==> src/rtl/mem_read_arbiter_pkg.sv <==
// Shared types and constants for the memory read-channel arbiter.
package mem_read_arbiter_pkg;

  // Default widths used as parameter defaults by the arbiter.
  localparam int unsigned DefNumReq   = 2;
  localparam int unsigned DefAddrWdth = 4;
  localparam int unsigned DefDataWdth = 32;
  localparam int unsigned DefRespWdth = 1;
  localparam int unsigned DefTimeout  = 64;

  // Read response codes (per bit of the response field).
  localparam logic RespOkay  = 1'b1;
  localparam logic RespError = 1'b0;

  // Arbiter FSM state encoding.
  typedef enum logic [1:0] {
    StIdle   = 2'd0,
    StAddr   = 2'd1,
    StData   = 2'd2,
    StToResp = 2'd3
  } arb_state_e;

  // Increment an index modulo n.
  function automatic int unsigned wrap_inc(input int unsigned cur, input int unsigned n);
    return ((cur + 1) >= n) ? 0 : (cur + 1);
  endfunction

endpackage

==> src/rtl/mem_read_arbiter_rr_pick.sv <==
// Combinational round-robin picker: first request at or after the pointer, wrapping.
module mem_read_arbiter_rr_pick #(
  parameter int unsigned NUM_REQ = 2,
  localparam int unsigned IdxW   = (NUM_REQ > 1) ? $clog2(NUM_REQ) : 1
) (
  input  logic [NUM_REQ-1:0] i_req,
  input  logic [IdxW-1:0]    i_ptr,
  output logic               o_any,
  output logic [IdxW-1:0]    o_idx
);

  int unsigned w_dist;
  int unsigned w_best;

  // Choose the requester with the smallest forward distance from the pointer.
  always_comb begin
    o_any  = 1'b0;
    o_idx  = '0;
    w_dist = 0;
    w_best = NUM_REQ;
    for (int unsigned k = 0; k < NUM_REQ; k++) begin
      w_dist = (k + NUM_REQ - int'(i_ptr)) % NUM_REQ;
      if (i_req[k] && (w_dist < w_best)) begin
        w_best = w_dist;
        o_any  = 1'b1;
        o_idx  = IdxW'(k);
      end
    end
  end

endmodule

==> src/rtl/mem_read_arbiter.sv <==
// Shares one memory read channel (single outstanding AR/R) among NUM_REQ requesters.
// Round-robin grant held from AR issue to R handshake; a watchdog converts a hung
// read into an ERROR response so the requester is never left waiting forever.
module mem_read_arbiter
  import mem_read_arbiter_pkg::*;
#(
  parameter int unsigned NUM_REQ   = DefNumReq,
  parameter int unsigned ADDR_WDTH = DefAddrWdth,
  parameter int unsigned DATA_WDTH = DefDataWdth,
  parameter int unsigned RESP_WDTH = DefRespWdth,
  parameter int unsigned TIMEOUT   = DefTimeout,
  localparam int unsigned IdxW     = (NUM_REQ > 1) ? $clog2(NUM_REQ) : 1
) (
  input  logic                         clk,
  input  logic                         rst_n,
  input  logic [NUM_REQ-1:0]           s_ar_valid,
  input  logic [NUM_REQ*ADDR_WDTH-1:0] s_ar_addr,
  output logic [NUM_REQ-1:0]           s_ar_ready,
  output logic [NUM_REQ-1:0]           s_r_valid,
  output logic [DATA_WDTH-1:0]         s_r_data,
  output logic [RESP_WDTH-1:0]         s_r_resp,
  input  logic [NUM_REQ-1:0]           s_r_ready,
  output logic                         m_ar_valid,
  output logic [ADDR_WDTH-1:0]         m_ar_addr,
  input  logic                         m_ar_ready,
  input  logic                         m_r_valid,
  input  logic [DATA_WDTH-1:0]         m_r_data,
  input  logic [RESP_WDTH-1:0]         m_r_resp,
  output logic                         m_r_ready,
  output logic                         busy,
  output logic [IdxW-1:0]              grant_id,
  output logic                         mem_timeout
);

  // Counter wide enough to reach TIMEOUT; saturates at all-ones.
  localparam int unsigned WdW = (TIMEOUT > 1) ? $clog2(TIMEOUT + 1) : 1;

  arb_state_e           r_state;
  logic [IdxW-1:0]      r_rr_ptr;
  logic [IdxW-1:0]      r_grant_id;
  logic [ADDR_WDTH-1:0] r_addr;
  logic [WdW-1:0]       r_wd_cnt;
  logic                 r_mem_timeout;

  logic                 w_pick_any;
  logic [IdxW-1:0]      w_pick_idx;
  logic [ADDR_WDTH-1:0] w_pick_addr;
  logic [NUM_REQ-1:0]   w_onehot;
  logic                 w_req_rdy;
  logic                 w_r_hs;
  logic                 w_wd_expire;
  logic [IdxW-1:0]      w_next_ptr;

  mem_read_arbiter_rr_pick #(
    .NUM_REQ (NUM_REQ)
  ) u_rr_pick (
    .i_req (s_ar_valid),
    .i_ptr (r_rr_ptr),
    .o_any (w_pick_any),
    .o_idx (w_pick_idx)
  );

  // Select the address of the requester the picker chose.
  always_comb begin
    w_pick_addr = '0;
    for (int unsigned k = 0; k < NUM_REQ; k++) begin
      if (w_pick_idx == IdxW'(k)) begin
        w_pick_addr = s_ar_addr[k*ADDR_WDTH +: ADDR_WDTH];
      end
    end
  end

  assign w_onehot    = NUM_REQ'(1) << r_grant_id;
  assign w_req_rdy   = s_r_ready[r_grant_id];
  assign w_r_hs      = (r_state == StData) && m_r_valid && w_req_rdy;
  // Expiry only matters when no handshake happens in the same cycle.
  assign w_wd_expire = (TIMEOUT != 0) && (r_wd_cnt == WdW'(TIMEOUT - 1));
  assign w_next_ptr  = IdxW'(wrap_inc(int'(r_grant_id), NUM_REQ));

  // Arbiter FSM with grant, address, watchdog and sticky timeout registers.
  always_ff @(posedge clk or negedge rst_n) begin
    if (!rst_n) begin
      r_state       <= StIdle;
      r_rr_ptr      <= '0;
      r_grant_id    <= '0;
      r_addr        <= '0;
      r_wd_cnt      <= '0;
      r_mem_timeout <= 1'b0;
    end else begin
      unique case (r_state)
        StIdle: begin
          if (w_pick_any) begin
            r_grant_id <= w_pick_idx;
            r_addr     <= w_pick_addr;
            r_state    <= StAddr;
          end
        end
        StAddr: begin
          if (m_ar_ready) begin
            r_wd_cnt <= '0;
            r_state  <= StData;
          end
        end
        StData: begin
          if (w_r_hs) begin
            r_rr_ptr <= w_next_ptr;
            r_state  <= StIdle;
          end else begin
            if (!(&r_wd_cnt)) begin
              r_wd_cnt <= r_wd_cnt + WdW'(1);
            end
            if (w_wd_expire) begin
              r_mem_timeout <= 1'b1;
              r_state       <= StToResp;
            end
          end
        end
        StToResp: begin
          if (w_req_rdy) begin
            r_rr_ptr <= w_next_ptr;
            r_state  <= StIdle;
          end
        end
        default: r_state <= StIdle;
      endcase
    end
  end

  // Route channel signals to/from the granted requester only.
  always_comb begin
    s_ar_ready = '0;
    s_r_valid  = '0;
    s_r_data   = '0;
    s_r_resp   = '0;
    m_ar_valid = 1'b0;
    m_ar_addr  = '0;
    m_r_ready  = 1'b0;
    unique case (r_state)
      StAddr: begin
        m_ar_valid = 1'b1;
        m_ar_addr  = r_addr;
        if (m_ar_ready) begin
          s_ar_ready = w_onehot;
        end
      end
      StData: begin
        m_r_ready = w_req_rdy;
        s_r_data  = m_r_data;
        s_r_resp  = m_r_resp;
        if (m_r_valid) begin
          s_r_valid = w_onehot;
        end
      end
      StToResp: begin
        s_r_valid = w_onehot;
        s_r_resp  = {RESP_WDTH{RespError}};
        s_r_data  = '0;
      end
      default: ;
    endcase
  end

  assign busy        = (r_state != StIdle);
  assign grant_id    = r_grant_id;
  assign mem_timeout = r_mem_timeout;

endmodule

==> config.mk <==
export PLATFORM = sky130hd
export DESIGN_NAME = mem_read_arbiter
export DESIGN_NICKNAME = d
export VERILOG_FILES = /design/src/rtl/mem_read_arbiter_pkg.sv /design/src/rtl/mem_read_arbiter_rr_pick.sv /design/src/rtl/mem_read_arbiter.sv
export SDC_FILE = /design/constraint.sdc
export NUM_CORES = 1
export LEC_CHECK = 0
export BUFFER_PORTS_ARGS = -buffer_cell sky130_fd_sc_hd__buf_4
export CELL_PAD_IN_SITES_DETAIL_PLACEMENT = 1
export CELL_PAD_IN_SITES_GLOBAL_PLACEMENT = 1
export CORE_MARGIN = 4
export CORE_UTILIZATION = 29
export DETAILED_ROUTE_END_ITERATION = 8
export PLACE_DENSITY = 0.84
export SKIP_LAST_GASP = 1
export SYNTH_ARGS = -nofsm -noshare
export SYNTH_HDL_FRONTEND = slang
export SYNTH_SLANG_ARGS = --single-unit
export TNS_END_PERCENT = 30
==> constraint.sdc <==
create_clock -name clk -period 2.3 [get_ports clk]
set_input_delay 0.46 -clock clk [delete_from_list [all_inputs] [get_ports clk]]
set_output_delay 0.46 -clock clk [all_outputs]
set_load 0.1 [all_outputs]
==> flow_summary_export.csv, run 1 <==
group,metric,value,unit
logic_synthesis,synth.largest_area_cell,"dfrtp_1",
route,vias_per_cell,4.79,
power_and_ir_drop,p_leak,0.00106,uW
floorplan,die_w,73.2,um
logic_synthesis,netlist_area,0.00123,mm^2
timing,max_slew_margin,71.5,%
route,dr.pass1.iters,4,
logic_synthesis,synth_top_area_share,32.5,%
clocking,htreeDepth,1,
logic_synthesis,synth_edf_count,0,
clocking,clkSinkCount,16,
setup_path,worstPathArrival,1740,ps
global_route,track_usage,16.1,%
final_layout,design_area,0.00204,mm^2
global_route,antenna_found_initial,0,
logic_synthesis,synth.avg_cell_area,8.81,um^2
final_layout,layout-drive-gt1-share,51.5,%
placement,place_area,0.00199,mm^2
logic_synthesis,async_flop_share,100,%
timing,timing.fmax,455,MHz
timing,layout_min_cycle_time,2200,ps
timing,fin_crit_sh,95.5,%
clocking,clock_latency,260,ps
setup_path,max_stage_delay,500,ps
route,drt_iter0_markers,21,
setup_path,path_delay_family,"simple AND/OR/NAND/NOR gates",
placement,placed_cells,279,
logic_synthesis,ys.flop_type,"dfrtp_1",
setup_path,worst_setup_path_start_kind,"flip-flop",
logic_synthesis,yosysWarnings,0,
placement,io_buffers,94,
floorplan,dieArea,0.00536,mm^2
placement,dp_hpwl,3660,um
setup_path,crit_type,"flip-flop to output pin",
route,ant_nets,0,
logic_synthesis,yosysMostFrequentCell,"and2_1",
logic_synthesis,synthTopCellsByArea,"dfrtp_1 32%, and2_1 19%, o21ai_0 4.1%, nand2_1 4.0%, mux2i_1 3.2%",
route,num_vias,1355,
floorplan,ios,95,
floorplan,fp.dieH,73.2,um
setup_path,crit_path_max_fanout,10,
setup_path,path_buf_inv,1,
power_and_ir_drop,irDropWorstVdd,0.921,mV
placement,routabilityCongestion,0.716,
clocking,numCtsBuffers,3,
final_layout,finish.utilization,50.4,%
route,wl_per_cell,15.5,um
floorplan,rows,23,
timing,skew,2.91,ps
clocking,clk_pin_slew,70,ps
power_and_ir_drop,p_int,1160,uW
timing,tns,0,ps
global_route,grt_start_max_net_pins,35,
setup_path,path_cells,"nor2b_2, nand2_1, nor2_4, buf_4",
timing,worst_pin_slew,427,ps
timing,hold_viol_final,0,
run,cap_viol_max_count,0,
clocking,cts_tree,"built",
power_and_ir_drop,p_clk_share,7.7,%
timing,slew_viol_final,0,
logic_synthesis,synth.distinct_cells,43,
setup_path,required,1840,ps
clocking,cts-root-buf,"clkbuf_8",
outcome,outcome,"finished, final reports clean",
power_and_ir_drop,power_frac_seq,14.0,%
floorplan,core_area,0.00406,mm^2
power_and_ir_drop,switching_share,65.4,%
final_layout,area_growth,65.7,%
global_route,gr-total-overflow,0,
clocking,clk_path_buf_depth,2,
floorplan,start_util,30.4,%
timing,rsz0062_at_grt,"true",
setup_path,slowest_stage,"dfrtp_1",
global_route,grt_pass1_vias,1409,
logic_synthesis,synthTopCellsByCount,"37 x and2_1, 16 x dfrtp_1, 13 x nand2_1",
route,wl,4390,um
power_and_ir_drop,p_sw,2200,uW
timing,hold_ws,51.1,ps
final_layout,stdcell_count,283,
final_layout,antenna_cells,0,
logic_synthesis,syn_inst,140,
route,drcViolationCount,0,
global_route,grt_pass1_wl,6660,um
logic_synthesis,ys_seq_elements,16,
min_path,hold_class,"input port to asynchronous set/reset pin",
setup_path,end_kind,"output pin",
final_layout,layout.nets,284,
logic_synthesis,syn-num-nets,190,
power_and_ir_drop,combPwrFrac,78.2,%
power_and_ir_drop,cellPowerDensity,1640,mW/mm^2
logic_synthesis,yosysSeqAreaShare,32.5,%
timing,finalSetupViolations,0,
[power groups by stage]
stage               Combinational, uW  Clock (uW)  Sequential (uW)
detailed placement               2640           0              478
global route                     2740         281              488
CTS                              2650         267              474
global placement                 2610           0              470
finish                           2630         260              471
floorplan                        2130           0              480
[metal layers]
layer | vias up | GRT usage, % | wire length, um
li1 | 657 | - | -
met1 | 614 | 18.1 | 1730
met2 | 79 | 29.1 | 2030
met3 | 5 | 4.55 | 585
met4 | 0 | 4.92 | 48
met5 | - | 0 | 0
[cell type report]
cell class	instances	area, um^2
well taps	50	62.6
inverters	4	15.0
multi-input cells	113	791
repair buffers	96	721
clock buffers	4	55.1
flip-flops and latches	16	400
fillers	500	2010
[registers in the layout, indices dropped and copies added (netlist names)]
| name | count |
|---|---|
| r_state | 2 |
| r_wd_cnt | 7 |
| r_addr | 4 |
| r_rr_ptr | 1 |
| mem_timeout | 1 |
| grant_id | 1 |
[cell families (layout without fill, tap and decap cells)]
kind of cell | Yosys count | count (layout) | share of synthesized area [%]
buf+inv | 11 | 104 | 4.97
simple gates | 76 | 76 | 35.1
flops | 16 | 16 | 32.5
mux | 8 | 8 | 8.42
compound gates | 28 | 28 | 18.1
fa+ha+maj | 1 | 1 | 1.01
[final timing paths]
check / start / end / slack [ps] / depth (start not counted)
setup / recovery: r_state[0] / s_ar_ready[0] / 100 / 4
hold / removal: rst_n / r_addr[2] / 50 / 1
setup reg to reg: r_state[0] / r_wd_cnt[0] / 650 / 5
hold reg to reg: mem_timeout / mem_timeout / 470 / 1
max in group asynchronous: rst_n / r_rr_ptr / 2060 / 1
min in group clk: mem_timeout / mem_timeout / 470 / 1
[cell usage in the layout (no fill, tap or decap), types with 2 or more instances in the layout]
master,instances
nand2b_1,2
nand3_1,3
mux2_4,2
a22o_1,3
and2_1,37
o21ai_0,10
nor3_1,2
clkbuf_8,4
dfrtp_1,16
nor2_1,6
nor2_4,2
mux2i_1,4
inv_1,4
nand2_1,13
buf_4,96
a21oi_2,2
[per-stage QoR]
stage / total power, uW / setup WS (ps)
finish: 3360 / 102
global route: 3510 / -28.1
CTS: 3390 / 58.8
detailed placement: 3110 / 236
global placement: 3080 / 322
floorplan: 2610 / -111
[what timing repair did]
| item | in CTS | in global routing |
|---|---|---|
| hold buffers | 0 | 0 |
| setup buffers | 0 | 0 |
| gates resized for setup | 1 | 1 |
| setup endpoints to repair | 1 | 34 |
(Power assumes the default switching activity.)
==> run 2: changes to the inputs <==
- CORE_UTILIZATION: 29 -> 27
- GPL_ROUTABILITY_DRIVEN: default -> 0
- PLACE_DENSITY: 0.84 -> 0.78
- clock period: 2.3 -> 2.4 ns (I/O delays scaled with it)
==> run 2 against run 1 <==
Core utilization down 4.0 points; first-iteration DRC count is 57% higher; largest cell class unchanged; global-route usage fell by 2.1 points; sequential cell count unchanged.
==> flow_summary_export.csv, run 2 (same netlist as run 1, synthesis figures left out) <==
group,metric,value,unit
floorplan,die_w,75.6,um
route,vias_per_cell,4.77,
setup_path,end_kind,"output pin",
setup_path,ff2ff_path_depth,4,
route,wl,4140,um
final_layout,mostFrequentLayoutCells,"95 x buf_4, 37 x and2_1, 16 x dfrtp_1, 13 x nand2_1, 10 x o21ai_0",
route,drcViolationCount,0,
clocking,cts-root-buf,"clkbuf_8",
final_layout,layout.nets,283,
route,ant_nets,0,
floorplan,rows,24,
global_route,track_usage,14.0,%
timing,slew_viol_final,0,
placement,placed_cells,280,
timing,max_slew_margin,71.7,%
timing,finalSetupViolations,0,
final_layout,antenna_cells,0,
clocking,clkSinkCount,16,
global_route,antenna_found_initial,0,
timing,timing.fmax,453,MHz
clocking,cts_tree,"built",
global_route,grt_pass1_wl,6040,um
global_route,gr-total-overflow,0,
timing,skew,2.53,ps
timing,hold_viol_final,0,
setup_path,crit_path_max_fanout,35,
timing,rsz0062_at_grt,"false",
final_layout,stdcell_count,284,
clocking,numCtsBuffers,3,
placement,io_buffers,94,
clocking,htreeDepth,1,
setup_path,worstPathArrival,1730,ps
final_layout,finish.utilization,46.3,%
timing,layout_min_cycle_time,2210,ps
route,drt_iter0_markers,33,
outcome,outcome,"finished, final reports clean",
final_layout,area_growth,64.7,%
setup_path,worst_setup_path_start_kind,"flip-flop",
route,dr.pass1.iters,4,
min_path,hold_class,"input port to asynchronous set/reset pin",
timing,worst_pin_slew,424,ps
timing,hold_ws,72.4,ps
clocking,clk_pin_slew,70,ps
final_layout,design_area,0.00203,mm^2
floorplan,fp.dieH,75.6,um
clocking,cts_hold_buf,0,
setup_path,required,1920,ps
final_layout,top_register,"r_wd_cnt",
final_layout,layout-drive-gt1-share,50.9,%
global_route,grt_pass1_vias,1244,
floorplan,start_util,28.1,%
clocking,clk_path_buf_depth,2,
global_route,grt_start_max_net_pins,36,
route,num_vias,1356,
final_layout,top_regs,"r_wd_cnt: 7 flops, r_addr: 4 flops, r_state: 2 flops",
placement,dp_hpwl,3430,um
floorplan,ios,95,
final_layout,layout_commonest_cell,"buf_4",
timing,fin_crit_sh,91.9,%
clocking,clock_latency,260,ps
floorplan,core_area,0.00438,mm^2
final_layout,largest_reg_flops,7,
floorplan,dieArea,0.00571,mm^2
setup_path,crit_type,"flip-flop to output pin",
route,wl_per_cell,14.6,um
placement,place_area,0.00198,mm^2
run,cap_viol_max_count,0,
## run 2: metal layers
metal	vias to the layer above	share of wire (%)	global-route usage, %
li1	657	-	-
met1	613	40	17.6
met2	81	42	22.1
met3	5	16	4.88
met5	-	0	0
met4	0	1.2	5.24
## run 2: path summary, 6_finish.rpt
kind                                  from  slack [ps]          end
worst min-delay path                 rst_n          70     r_rr_ptr
worst min register to register   r_addr[0]         470    r_addr[0]
worst max-delay path            r_state[0]         190  s_r_data[3]
worst max register to register    grant_id         780  r_wd_cnt[0]
max in group asynchronous            rst_n        2140  r_wd_cnt[4]
min in group clk                 r_addr[0]         470    r_addr[0]
## run 2: final cells by class
cell class | count | area [um^2]
Clock buffer | 4 | 55.1
Multi-Input combinational cell | 113 | 783
Fill cell | 547 | 2350
Inverter | 4 | 15.0
Sequential cell | 16 | 400
Timing Repair Buffer | 95 | 713
Tap cell | 52 | 65.1
## run 2: what timing repair did
item | CTS | global route
setup endpoints to repair | 0 | 33
setup buffers | 0 | 0
gates resized for setup | 0 | 1
## run 2: metrics by stage
stage | setup TNS, ps | setup slack [ps]
detailed placement | 0 | 332
global route | 0 | 81.3
floorplan | -249 | -123
CTS | 0 | 48.9
finish | 0 | 194
global placement | 0 | 391
## run 2: worst max-delay path, cell delays in order, from the launching register on
cell     delay (ps)
dfrtp_1         480
and2b_4         490
and2_1          200
buf_4           290
Power of run 2 is left out: the tool's default activity adds up to more than one toggle a clock period on the data nets, which glitch-free logic cannot reach.
